`config.mk`:
```
export PLATFORM = sky130hd
export DESIGN_NAME = lsu_ctrl_flat
export DESIGN_NICKNAME = d
export VERILOG_FILES = /design/src/rtl/lsu_pkg.sv /design/src/rtl/lsu_ctrl_if.sv /design/src/rtl/lsu_lane.sv /design/src/rtl/lsu_ctrl.sv /design/src/flat_wrapper.sv
export SDC_FILE = /design/constraint.sdc
export NUM_CORES = 1
export LEC_CHECK = 0
export BUFFER_PORTS_ARGS = -buffer_cell sky130_fd_sc_hd__clkbuf_2
export CORE_ASPECT_RATIO = 1.4
export CORE_MARGIN = 3
export CORE_UTILIZATION = 35
export CTS_CLUSTER_SIZE = 28
export DETAILED_ROUTE_END_ITERATION = 12
export SLEW_MARGIN = 20
export SYNTH_ARGS = -nofsm -noshare
export SYNTH_HDL_FRONTEND = slang
export SYNTH_HIERARCHICAL = 1
export SYNTH_SLANG_ARGS = --single-unit
```
`constraint.sdc`:
```
create_clock -name i_clk -period 3.42 [get_ports i_clk]
set_clock_uncertainty 0.05 [all_clocks]
set_input_delay 0.513 -clock i_clk [delete_from_list [all_inputs] [get_ports i_clk]]
set_output_delay 0.513 -clock i_clk [all_outputs]
set_load 0.02 [all_outputs]
```
`src/rtl/lsu_pkg.sv`:
```
// Shared types for the load/store sequencer: FSM states, access size codes,
// exception codes and the alignment rule.
package lsu_pkg;

  typedef enum logic [1:0] {
    ST_IDLE = 2'd0,
    ST_ADDR = 2'd1,
    ST_MEM  = 2'd2,
    ST_RESP = 2'd3
  } state_t;

  localparam logic [1:0] SZ_BYTE = 2'b00;
  localparam logic [1:0] SZ_HALF = 2'b01;
  localparam logic [1:0] SZ_RSVD = 2'b10;
  localparam logic [1:0] SZ_WORD = 2'b11;

  localparam logic [1:0] EXC_NONE = 2'b00;
  localparam logic [1:0] EXC_LMIS = 2'b01;
  localparam logic [1:0] EXC_SMIS = 2'b10;
  localparam logic [1:0] EXC_BUS  = 2'b11;

  // The reserved size code is reported as a misalignment so it never reaches memory.
  function automatic logic misaligned(input logic [1:0] size, input logic [1:0] lo);
    misaligned = (size == SZ_RSVD) ||
                 ((size == SZ_HALF) && lo[0]) ||
                 ((size == SZ_WORD) && (lo != 2'b00));
  endfunction

endpackage

```
`src/rtl/lsu_ctrl_if.sv`:
```
// Pipeline-side request/response and data-memory port of lsu_ctrl, bundled
// with a slave modport (the sequencer) and a master modport (its environment).
interface lsu_ctrl_if #(
  parameter int ADDR_W = 32,
  parameter int DATA_W = 32
);
  // Handshakes: a request is taken on a rising clk edge where i_valid & o_ready;
  // o_mem_req stays high with stable attributes until the edge that samples
  // i_mem_ack; o_done is a single-cycle pulse and o_rdata/o_exc hold until the next one.
  logic              i_valid;
  logic              o_ready;
  logic              i_we;
  logic [1:0]        i_size;
  logic              i_unsigned;
  logic [ADDR_W-1:0] i_base;
  logic [15:0]       i_offset;
  logic [DATA_W-1:0] i_wdata;

  logic              o_mem_req;
  logic              o_mem_we;
  logic [ADDR_W-1:0] o_mem_addr;
  logic [3:0]        o_mem_be;
  logic [DATA_W-1:0] o_mem_wdata;
  logic              i_mem_ack;
  logic [DATA_W-1:0] i_mem_rdata;

  logic              o_done;
  logic [DATA_W-1:0] o_rdata;
  logic [1:0]        o_exc;
  logic [ADDR_W-1:0] o_bad_addr;

  modport slave (
    input  i_valid, i_we, i_size, i_unsigned, i_base, i_offset, i_wdata,
    input  i_mem_ack, i_mem_rdata,
    output o_ready, o_mem_req, o_mem_we, o_mem_addr, o_mem_be, o_mem_wdata,
    output o_done, o_rdata, o_exc, o_bad_addr
  );

  modport master (
    output i_valid, i_we, i_size, i_unsigned, i_base, i_offset, i_wdata,
    output i_mem_ack, i_mem_rdata,
    input  o_ready, o_mem_req, o_mem_we, o_mem_addr, o_mem_be, o_mem_wdata,
    input  o_done, o_rdata, o_exc, o_bad_addr
  );
endinterface

```
`src/rtl/lsu_lane.sv`:
```
// Little-endian byte-lane steering: store byte enables and replicated data,
// and load lane extraction with sign or zero extension.
module lsu_lane
  import lsu_pkg::*;
(
  input  logic [1:0]  i_lo,
  input  logic [1:0]  i_size,
  input  logic        i_unsigned,
  input  logic [31:0] i_wdata,
  input  logic [31:0] i_rdata,
  output logic [3:0]  o_be,
  output logic [31:0] o_wdata,
  output logic [31:0] o_ldata
);

  logic [7:0]  byte_v;
  logic [15:0] half_v;

  always_comb begin
    byte_v  = i_rdata[{i_lo, 3'b000} +: 8];
    half_v  = i_lo[1] ? i_rdata[31:16] : i_rdata[15:0];
    o_be    = 4'b0000;
    o_wdata = i_wdata;
    o_ldata = i_rdata;
    case (i_size)
      SZ_BYTE: begin
        o_be    = 4'b0001 << i_lo;
        o_wdata = {4{i_wdata[7:0]}};
        o_ldata = {{24{~i_unsigned & byte_v[7]}}, byte_v};
      end
      SZ_HALF: begin
        o_be    = i_lo[1] ? 4'b1100 : 4'b0011;
        o_wdata = {2{i_wdata[15:0]}};
        o_ldata = {{16{~i_unsigned & half_v[15]}}, half_v};
      end
      SZ_WORD: begin
        o_be    = 4'b1111;
      end
      default: begin
        o_be    = 4'b0000;
      end
    endcase
  end

endmodule

```
`src/rtl/lsu_ctrl.sv`:
```
// Load/store sequencer between EX and the data memory port.
// Optional bus timeout in MEM is enabled by defining LSU_TIMEOUT_EN.
module lsu_ctrl
  import lsu_pkg::*;
#(
  parameter int ADDR_W = 32,
  parameter int DATA_W = 32
`ifdef LSU_TIMEOUT_EN
  , parameter int TIMEOUT = 15
`endif
) (
  input  logic       i_clk,
  input  logic       i_rst_n,
  lsu_ctrl_if.slave  bus,
  output state_t     o_state
);

`ifdef LSU_TIMEOUT_EN
  localparam int CNT_W = $clog2(TIMEOUT + 1);
  logic [CNT_W-1:0] cnt_q, cnt_d;
`endif

  state_t            state_q, state_d;
  logic              ready_q, ready_d;
  logic              we_q, we_d;
  logic [1:0]        size_q, size_d;
  logic              uns_q, uns_d;
  logic [ADDR_W-1:0] base_q, base_d;
  logic [15:0]       offset_q, offset_d;
  logic [DATA_W-1:0] wdata_q, wdata_d;
  logic              mem_req_q, mem_req_d;
  logic              mem_we_q, mem_we_d;
  logic [ADDR_W-1:0] mem_addr_q, mem_addr_d;
  logic [3:0]        mem_be_q, mem_be_d;
  logic [DATA_W-1:0] mem_wdata_q, mem_wdata_d;
  logic              done_q, done_d;
  logic [DATA_W-1:0] rdata_q, rdata_d;
  logic [1:0]        exc_q, exc_d;
  logic [ADDR_W-1:0] bad_addr_q, bad_addr_d;

  logic [ADDR_W-1:0] eff;
  logic [3:0]        lane_be;
  logic [31:0]       lane_wdata;
  logic [31:0]       lane_ldata;

  // base/offset are frozen from accept until RESP, so eff is valid in ADDR and MEM.
  assign eff = base_q + {{(ADDR_W-16){offset_q[15]}}, offset_q};

  lsu_lane u_lane (
    .i_lo       (eff[1:0]),
    .i_size     (size_q),
    .i_unsigned (uns_q),
    .i_wdata    (wdata_q),
    .i_rdata    (bus.i_mem_rdata),
    .o_be       (lane_be),
    .o_wdata    (lane_wdata),
    .o_ldata    (lane_ldata)
  );

  always_comb begin
    state_d     = state_q;
    ready_d     = ready_q;
    we_d        = we_q;
    size_d      = size_q;
    uns_d       = uns_q;
    base_d      = base_q;
    offset_d    = offset_q;
    wdata_d     = wdata_q;
    mem_req_d   = mem_req_q;
    mem_we_d    = mem_we_q;
    mem_addr_d  = mem_addr_q;
    mem_be_d    = mem_be_q;
    mem_wdata_d = mem_wdata_q;
    done_d      = 1'b0;
    rdata_d     = rdata_q;
    exc_d       = exc_q;
    bad_addr_d  = bad_addr_q;
`ifdef LSU_TIMEOUT_EN
    cnt_d       = cnt_q;
`endif
    case (state_q)
      ST_IDLE: begin
        if (bus.i_valid) begin
          we_d     = bus.i_we;
          size_d   = bus.i_size;
          uns_d    = bus.i_unsigned;
          base_d   = bus.i_base;
          offset_d = bus.i_offset;
          wdata_d  = bus.i_wdata;
          ready_d  = 1'b0;
          state_d  = ST_ADDR;
        end
      end
      ST_ADDR: begin
        if (misaligned(size_q, eff[1:0])) begin
          exc_d      = we_q ? EXC_SMIS : EXC_LMIS;
          bad_addr_d = eff;
          done_d     = 1'b1;
          state_d    = ST_RESP;
        end else begin
          mem_req_d   = 1'b1;
          mem_we_d    = we_q;
          mem_addr_d  = {eff[ADDR_W-1:2], 2'b00};
          mem_be_d    = lane_be;
          mem_wdata_d = lane_wdata;
`ifdef LSU_TIMEOUT_EN
          cnt_d       = '0;
`endif
          state_d     = ST_MEM;
        end
      end
      ST_MEM: begin
        if (bus.i_mem_ack) begin
          mem_req_d = 1'b0;
          mem_we_d  = 1'b0;
          if (!we_q) rdata_d = lane_ldata;
          exc_d     = EXC_NONE;
          done_d    = 1'b1;
          state_d   = ST_RESP;
`ifdef LSU_TIMEOUT_EN
        // This cycle's missing ack is the one that brings the count to TIMEOUT.
        end else if (cnt_q == CNT_W'(TIMEOUT - 1)) begin
          mem_req_d  = 1'b0;
          mem_we_d   = 1'b0;
          exc_d      = EXC_BUS;
          bad_addr_d = eff;
          done_d     = 1'b1;
          state_d    = ST_RESP;
        end else begin
          cnt_d = cnt_q + 1'b1;
`endif
        end
      end
      ST_RESP: begin
        ready_d = 1'b1;
        state_d = ST_IDLE;
      end
      default: begin
        state_d = ST_IDLE;
      end
    endcase
  end

  always_ff @(posedge i_clk) begin
    if (!i_rst_n) begin
      state_q     <= ST_IDLE;
      ready_q     <= 1'b1;
      we_q        <= 1'b0;
      size_q      <= 2'b00;
      uns_q       <= 1'b0;
      base_q      <= '0;
      offset_q    <= '0;
      wdata_q     <= '0;
      mem_req_q   <= 1'b0;
      mem_we_q    <= 1'b0;
      mem_addr_q  <= '0;
      mem_be_q    <= 4'b0000;
      mem_wdata_q <= '0;
      done_q      <= 1'b0;
      rdata_q     <= '0;
      exc_q       <= EXC_NONE;
      bad_addr_q  <= '0;
`ifdef LSU_TIMEOUT_EN
      cnt_q       <= '0;
`endif
    end else begin
      state_q     <= state_d;
      ready_q     <= ready_d;
      we_q        <= we_d;
      size_q      <= size_d;
      uns_q       <= uns_d;
      base_q      <= base_d;
      offset_q    <= offset_d;
      wdata_q     <= wdata_d;
      mem_req_q   <= mem_req_d;
      mem_we_q    <= mem_we_d;
      mem_addr_q  <= mem_addr_d;
      mem_be_q    <= mem_be_d;
      mem_wdata_q <= mem_wdata_d;
      done_q      <= done_d;
      rdata_q     <= rdata_d;
      exc_q       <= exc_d;
      bad_addr_q  <= bad_addr_d;
`ifdef LSU_TIMEOUT_EN
      cnt_q       <= cnt_d;
`endif
    end
  end

  assign bus.o_ready     = ready_q;
  assign bus.o_mem_req   = mem_req_q;
  assign bus.o_mem_we    = mem_we_q;
  assign bus.o_mem_addr  = mem_addr_q;
  assign bus.o_mem_be    = mem_be_q;
  assign bus.o_mem_wdata = mem_wdata_q;
  assign bus.o_done      = done_q;
  assign bus.o_rdata     = rdata_q;
  assign bus.o_exc       = exc_q;
  assign bus.o_bad_addr  = bad_addr_q;
  assign o_state         = state_q;

endmodule

```
`src/flat_wrapper.sv`:
```
// flat-port wrapper written by rule: the top's interface ports become plain ports
module lsu_ctrl_flat import lsu_pkg::*;
#(
  parameter int ADDR_W = 32,
  parameter int DATA_W = 32

)
  (i_clk, i_rst_n, o_state, bus_i_valid, bus_i_we, bus_i_size, bus_i_unsigned, bus_i_base, bus_i_offset, bus_i_wdata, bus_i_mem_ack, bus_i_mem_rdata, bus_o_ready, bus_o_mem_req, bus_o_mem_we, bus_o_mem_addr, bus_o_mem_be, bus_o_mem_wdata, bus_o_done, bus_o_rdata, bus_o_exc, bus_o_bad_addr);
  lsu_ctrl_if #(.ADDR_W(ADDR_W), .DATA_W(DATA_W)) bus_i ();
  input  logic i_clk;
  input  logic i_rst_n;
  output state_t o_state;
  input wire logic [$bits(bus_i.i_valid)-1:0] bus_i_valid;
  input wire logic [$bits(bus_i.i_we)-1:0] bus_i_we;
  input wire logic [$bits(bus_i.i_size)-1:0] bus_i_size;
  input wire logic [$bits(bus_i.i_unsigned)-1:0] bus_i_unsigned;
  input wire logic [$bits(bus_i.i_base)-1:0] bus_i_base;
  input wire logic [$bits(bus_i.i_offset)-1:0] bus_i_offset;
  input wire logic [$bits(bus_i.i_wdata)-1:0] bus_i_wdata;
  input wire logic [$bits(bus_i.i_mem_ack)-1:0] bus_i_mem_ack;
  input wire logic [$bits(bus_i.i_mem_rdata)-1:0] bus_i_mem_rdata;
  output wire logic [$bits(bus_i.o_ready)-1:0] bus_o_ready;
  output wire logic [$bits(bus_i.o_mem_req)-1:0] bus_o_mem_req;
  output wire logic [$bits(bus_i.o_mem_we)-1:0] bus_o_mem_we;
  output wire logic [$bits(bus_i.o_mem_addr)-1:0] bus_o_mem_addr;
  output wire logic [$bits(bus_i.o_mem_be)-1:0] bus_o_mem_be;
  output wire logic [$bits(bus_i.o_mem_wdata)-1:0] bus_o_mem_wdata;
  output wire logic [$bits(bus_i.o_done)-1:0] bus_o_done;
  output wire logic [$bits(bus_i.o_rdata)-1:0] bus_o_rdata;
  output wire logic [$bits(bus_i.o_exc)-1:0] bus_o_exc;
  output wire logic [$bits(bus_i.o_bad_addr)-1:0] bus_o_bad_addr;
  assign bus_i.i_valid = bus_i_valid;
  assign bus_i.i_we = bus_i_we;
  assign bus_i.i_size = bus_i_size;
  assign bus_i.i_unsigned = bus_i_unsigned;
  assign bus_i.i_base = bus_i_base;
  assign bus_i.i_offset = bus_i_offset;
  assign bus_i.i_wdata = bus_i_wdata;
  assign bus_i.i_mem_ack = bus_i_mem_ack;
  assign bus_i.i_mem_rdata = bus_i_mem_rdata;
  assign bus_o_ready = bus_i.o_ready;
  assign bus_o_mem_req = bus_i.o_mem_req;
  assign bus_o_mem_we = bus_i.o_mem_we;
  assign bus_o_mem_addr = bus_i.o_mem_addr;
  assign bus_o_mem_be = bus_i.o_mem_be;
  assign bus_o_mem_wdata = bus_i.o_mem_wdata;
  assign bus_o_done = bus_i.o_done;
  assign bus_o_rdata = bus_i.o_rdata;
  assign bus_o_exc = bus_i.o_exc;
  assign bus_o_bad_addr = bus_i.o_bad_addr;
  lsu_ctrl #(.ADDR_W(ADDR_W), .DATA_W(DATA_W)) u_core (.i_clk(i_clk), .i_rst_n(i_rst_n), .bus(bus_i), .o_state(o_state));
endmodule
```
==> metrics.md <==
| Metric | Value |
|---|---|
| Clk_lat worst skew | `0.53 ns` |
| Power Internal | `0.00578 W` |
| Largest net degree at the start of global routing | `75` |
| Crit-path max FO | `21` |
| Nets | `between 1500 and 2000` |
| Max-slew violations | `0` |
| Crit. End Element | `flop` |
| Reg2reg end | `u_core/bus.o_mem_addr[15]` |
| Max VDD drop | `between 0.3 and 0.4 mV` |
| Area after DPL | `12700 um^2` |
| Area of the core | `31200 um^2` |
| GPL Wtd Cong | `about 0.91` |
| Worst hold-check path type | `in2reg` |
| All-Layer GR Usage | `20.3%` |
| M1 wire length | `between 15 and 20 mm` |
| Htree depth | `1` |
| Uppermost routed layer | `met4` |
| Final Hold Viols | `0` |
| Initial antenna violation count | `0` |
| DRT Wirelength | `36.5 mm` |
| Total number of vias | `10800` |
| Clock sinks | `222` |
| R2r startpoint | `u_core/base_q[0]` |
| Async set or reset register ratio after synthesis | `0%` |
| Synth Area per Inst | `7.86 um^2` |
| Iteration-0 DRC Markers | `586` |
| Layout Utilization | `a little over two fifths` |
| DR WL/cell | `17.9 um` |
| Die area | `34200 um^2` |
| Slew HR | `41.2%` |
| Synth warn | `6` |
| Fmax | `330 MHz` |
| Placed Cells incl. Taps | `1992` |
| Setup-failing EPs final | `0` |
| Comb pwr share | `38.0%` |
| Unique masters post-synth | `76` |
| Ant. Diodes | `0` |
| TritonCTS buffer count | `24` |
| Die Height | `218 um` |
| Router iterations before antenna repair | `5` |
| Area grow syn2layout | `21.0%` |
| Mapped cell area | `about 11000 um^2` |
| Mapped Cells | `approximately 1400` |
| Final HPWL DP | `26.8 mm` |
| DRT antenna net count | `0` |
| Least-Margin Pin Slew | `just under 0.9 ns` |
| Reg2reg path depth | `8` |
| #FFs+latches synth | `222` |
| PwrDens | `707 nW/um^2` |
| Worst setup path category | `reg2reg` |
| # rows | `76` |
| Tcrit/Tclk final | `88.7%` |
| Hold slack | `0.151 ns` |
| Critical Path Start Type | `flop` |
| First-pass GRT wire length | `56.0 mm` |
| R2R Setup Slk | `just under 0.4 ns` |
| Fraction of layout cells with a size suffix above 1 | `23.3%` |
| Die W | `around 160 um` |
| # fillers | `3223` |
| Clock share of power | `27.9%` |
| Switching portion of total power | `39.7%` |
| Met3 wire len | `1.91 mm` |
| Total of max-cap violations | `0` |
| Hold Crit Depth | `3` |
| Sequential share of the synthesized area | `39.6%` |
| CP Data Arrival Time | `3.44 ns` |
| Main synth FF type | `dfxtp_1` |
| Root Driver | `clkbuf_16` |
| Post-synth EDFFs | `0` |
| Setup TNS Final | `0 ns` |
| Post-CTS Setup Bufs | `0` |
| Worst endpoint required time | `3.82 ns` |
| IO buf count | `257` |
| Vias in the first global route | `10400` |
| Initial core utilization | `35.9%` |
| Fin area | `13600 um^2` |
| Reg clk slew, reported paths | `0.06 ns` |
| Unrepaired setup endpoints after global routing | `no` |
| Non-filler cells in the finished layout | `2036` |
| Hold_sp | `bus_i_base[27]` |
| Wire length on met2 | `roughly 18 mm` |
| Hold buffers post-CTS | `0` |
| Net Sw Power | `0.00381 W` |
| CTS tree | `yes` |
| Drt drc | `0` |
| Leak Pwr | `5.81 nW` |
| Final min period | `around 3.0 ns` |
| Hold Path Sink | `u_core/base_q[27]` |
| Status | `complete, no violations` |
| Vias per inst | `between 5 and 6` |
| Post-CTS Resized | `0` |
| Gr ovfl total | `0` |
| # IOs | `260` |
| Clock buffer depth | `3` |
| Part of the power in registers | `34.1%` |
==> kinds of logic after synthesis <==
group / share of synthesized area, %
adder cells (fa/ha/maj): 4.08
multiplexers: 3.13
buffers and inverters: 4.85
flip-flops: 39.6
AND/OR/NAND/NOR: 22.1
AO/OA/AOI/OAI: 24.8
XOR/XNOR: 1.41
other: 0.0335
==> worst max-delay path by stage <==
stage / start / endpoint / cells past startpoint
after floorplan: u_core/base_q[0] / u_core/bus.o_bad_addr[29] / 10
after global placement: u_core/base_q[0] / u_core/bus.o_mem_addr[21] / 8
after detailed placement: u_core/base_q[0] / u_core/bus.o_mem_addr[15] / 8
after CTS: u_core/base_q[0] / u_core/bus.o_mem_addr[15] / 8
after global routing: u_core/base_q[0] / u_core/bus.o_mem_addr[17] / 8
final: u_core/base_q[0] / u_core/bus.o_mem_addr[15] / 8
==> cells in the final DEF, fill, tap and decap left out, drive strengths merged, types with 14 or more instances in the layout <==
| master | instances |
|---|---|
| clkbuf | 289 |
| nand2 | 407 |
| o22ai | 17 |
| a21boi | 63 |
| ha | 35 |
| o21ai | 42 |
| and3 | 15 |
| mux2 | 21 |
| nand3 | 44 |
| dfxtp | 222 |
| buf | 29 |
| a21oi | 156 |
| a21o | 34 |
| nor2 | 56 |
| nor2b | 14 |
==> sequential cells by signal, summed over array words and instances, names as in the netlist, 2 cells and up <==
signal	flops
u_core/bus.o_mem_wdata	32
u_core/bus.o_rdata	32
u_core/size_q	2
u_core/bus.o_bad_addr	32
u_core/base_q	32
u_core/wdata_q	32
u_core/bus.o_mem_addr	30
u_core/bus.o_exc	2
u_core/bus.o_mem_be	4
u_core/o_state	2
u_core/offset_q	16
==> metrics by stage <==
step / setup WS, ns / total power [W]
floorplan: 0.596 / 0.00584
global placement: 0.406 / 0.00693
detailed placement: 0.347 / 0.00698
CTS: 0.335 / 0.00970
global route: 0.182 / 0.0102
finish: 0.386 / 0.00959
==> cell usage after synthesis (all sizes together) (12+ instances only) <==
| library cell | instances | area (um^2) |
|---|---|---|
| a21boi | 63 | 473 |
| a21o | 34 | 255 |
| a21oi | 156 | 785 |
| and3 | 15 | 93.8 |
| buf | 30 | 198 |
| clkbuf | 80 | 302 |
| dfxtp | 222 | 4440 |
| ha | 35 | 438 |
| inv | 12 | 45.0 |
| mux2 | 21 | 240 |
| nand2 | 407 | 1530 |
| nand3 | 44 | 220 |
| nor2 | 56 | 210 |
| nor2b | 14 | 87.6 |
| o211ai | 13 | 108 |
| o21ai | 42 | 214 |
| o22ai | 17 | 169 |
==> per-layer routing <==
metal	GRT usage (%)	vias to the layer above
met4	6.69	0
met3	2.64	63
met2	37.1	313
met1	24.4	5036
li1	-	5348
met5	0	-
==> cell type report <==
type,count,area (um^2),share of cell area (%)
timing repair buffer,285,1520,11.2
multi-input combinational,1083,6240,46.0
tap,390,488,3.60
clock inverter,11,121,0.895
sequential,222,4440,32.8
clock buffer,33,694,5.12
inverter,12,47.5,0.351
==> critical path: stages (launching register included) <==
cell and delay, ns:
dfxtp_1 0.32, ha_1 0.22, fa_1 0.50, nand2b_1 0.17, a22oi_1 0.30, buf_4 0.25
and2_2 0.55, nand2_1 0.34, o31ai_1 0.26
==> power by group through the flow <==
stage	Combinational, W	Clock (W)	Sequential [W]
CTS	0.00366	0.00276	0.00327
finish	0.00365	0.00268	0.00327
global placement	0.00361	0	0.00332
floorplan	0.00236	0	0.00348
detailed placement	0.00365	0	0.00333
global route	0.00402	0.00284	0.00332
Note: power is estimated with default switching activity, not from simulation.
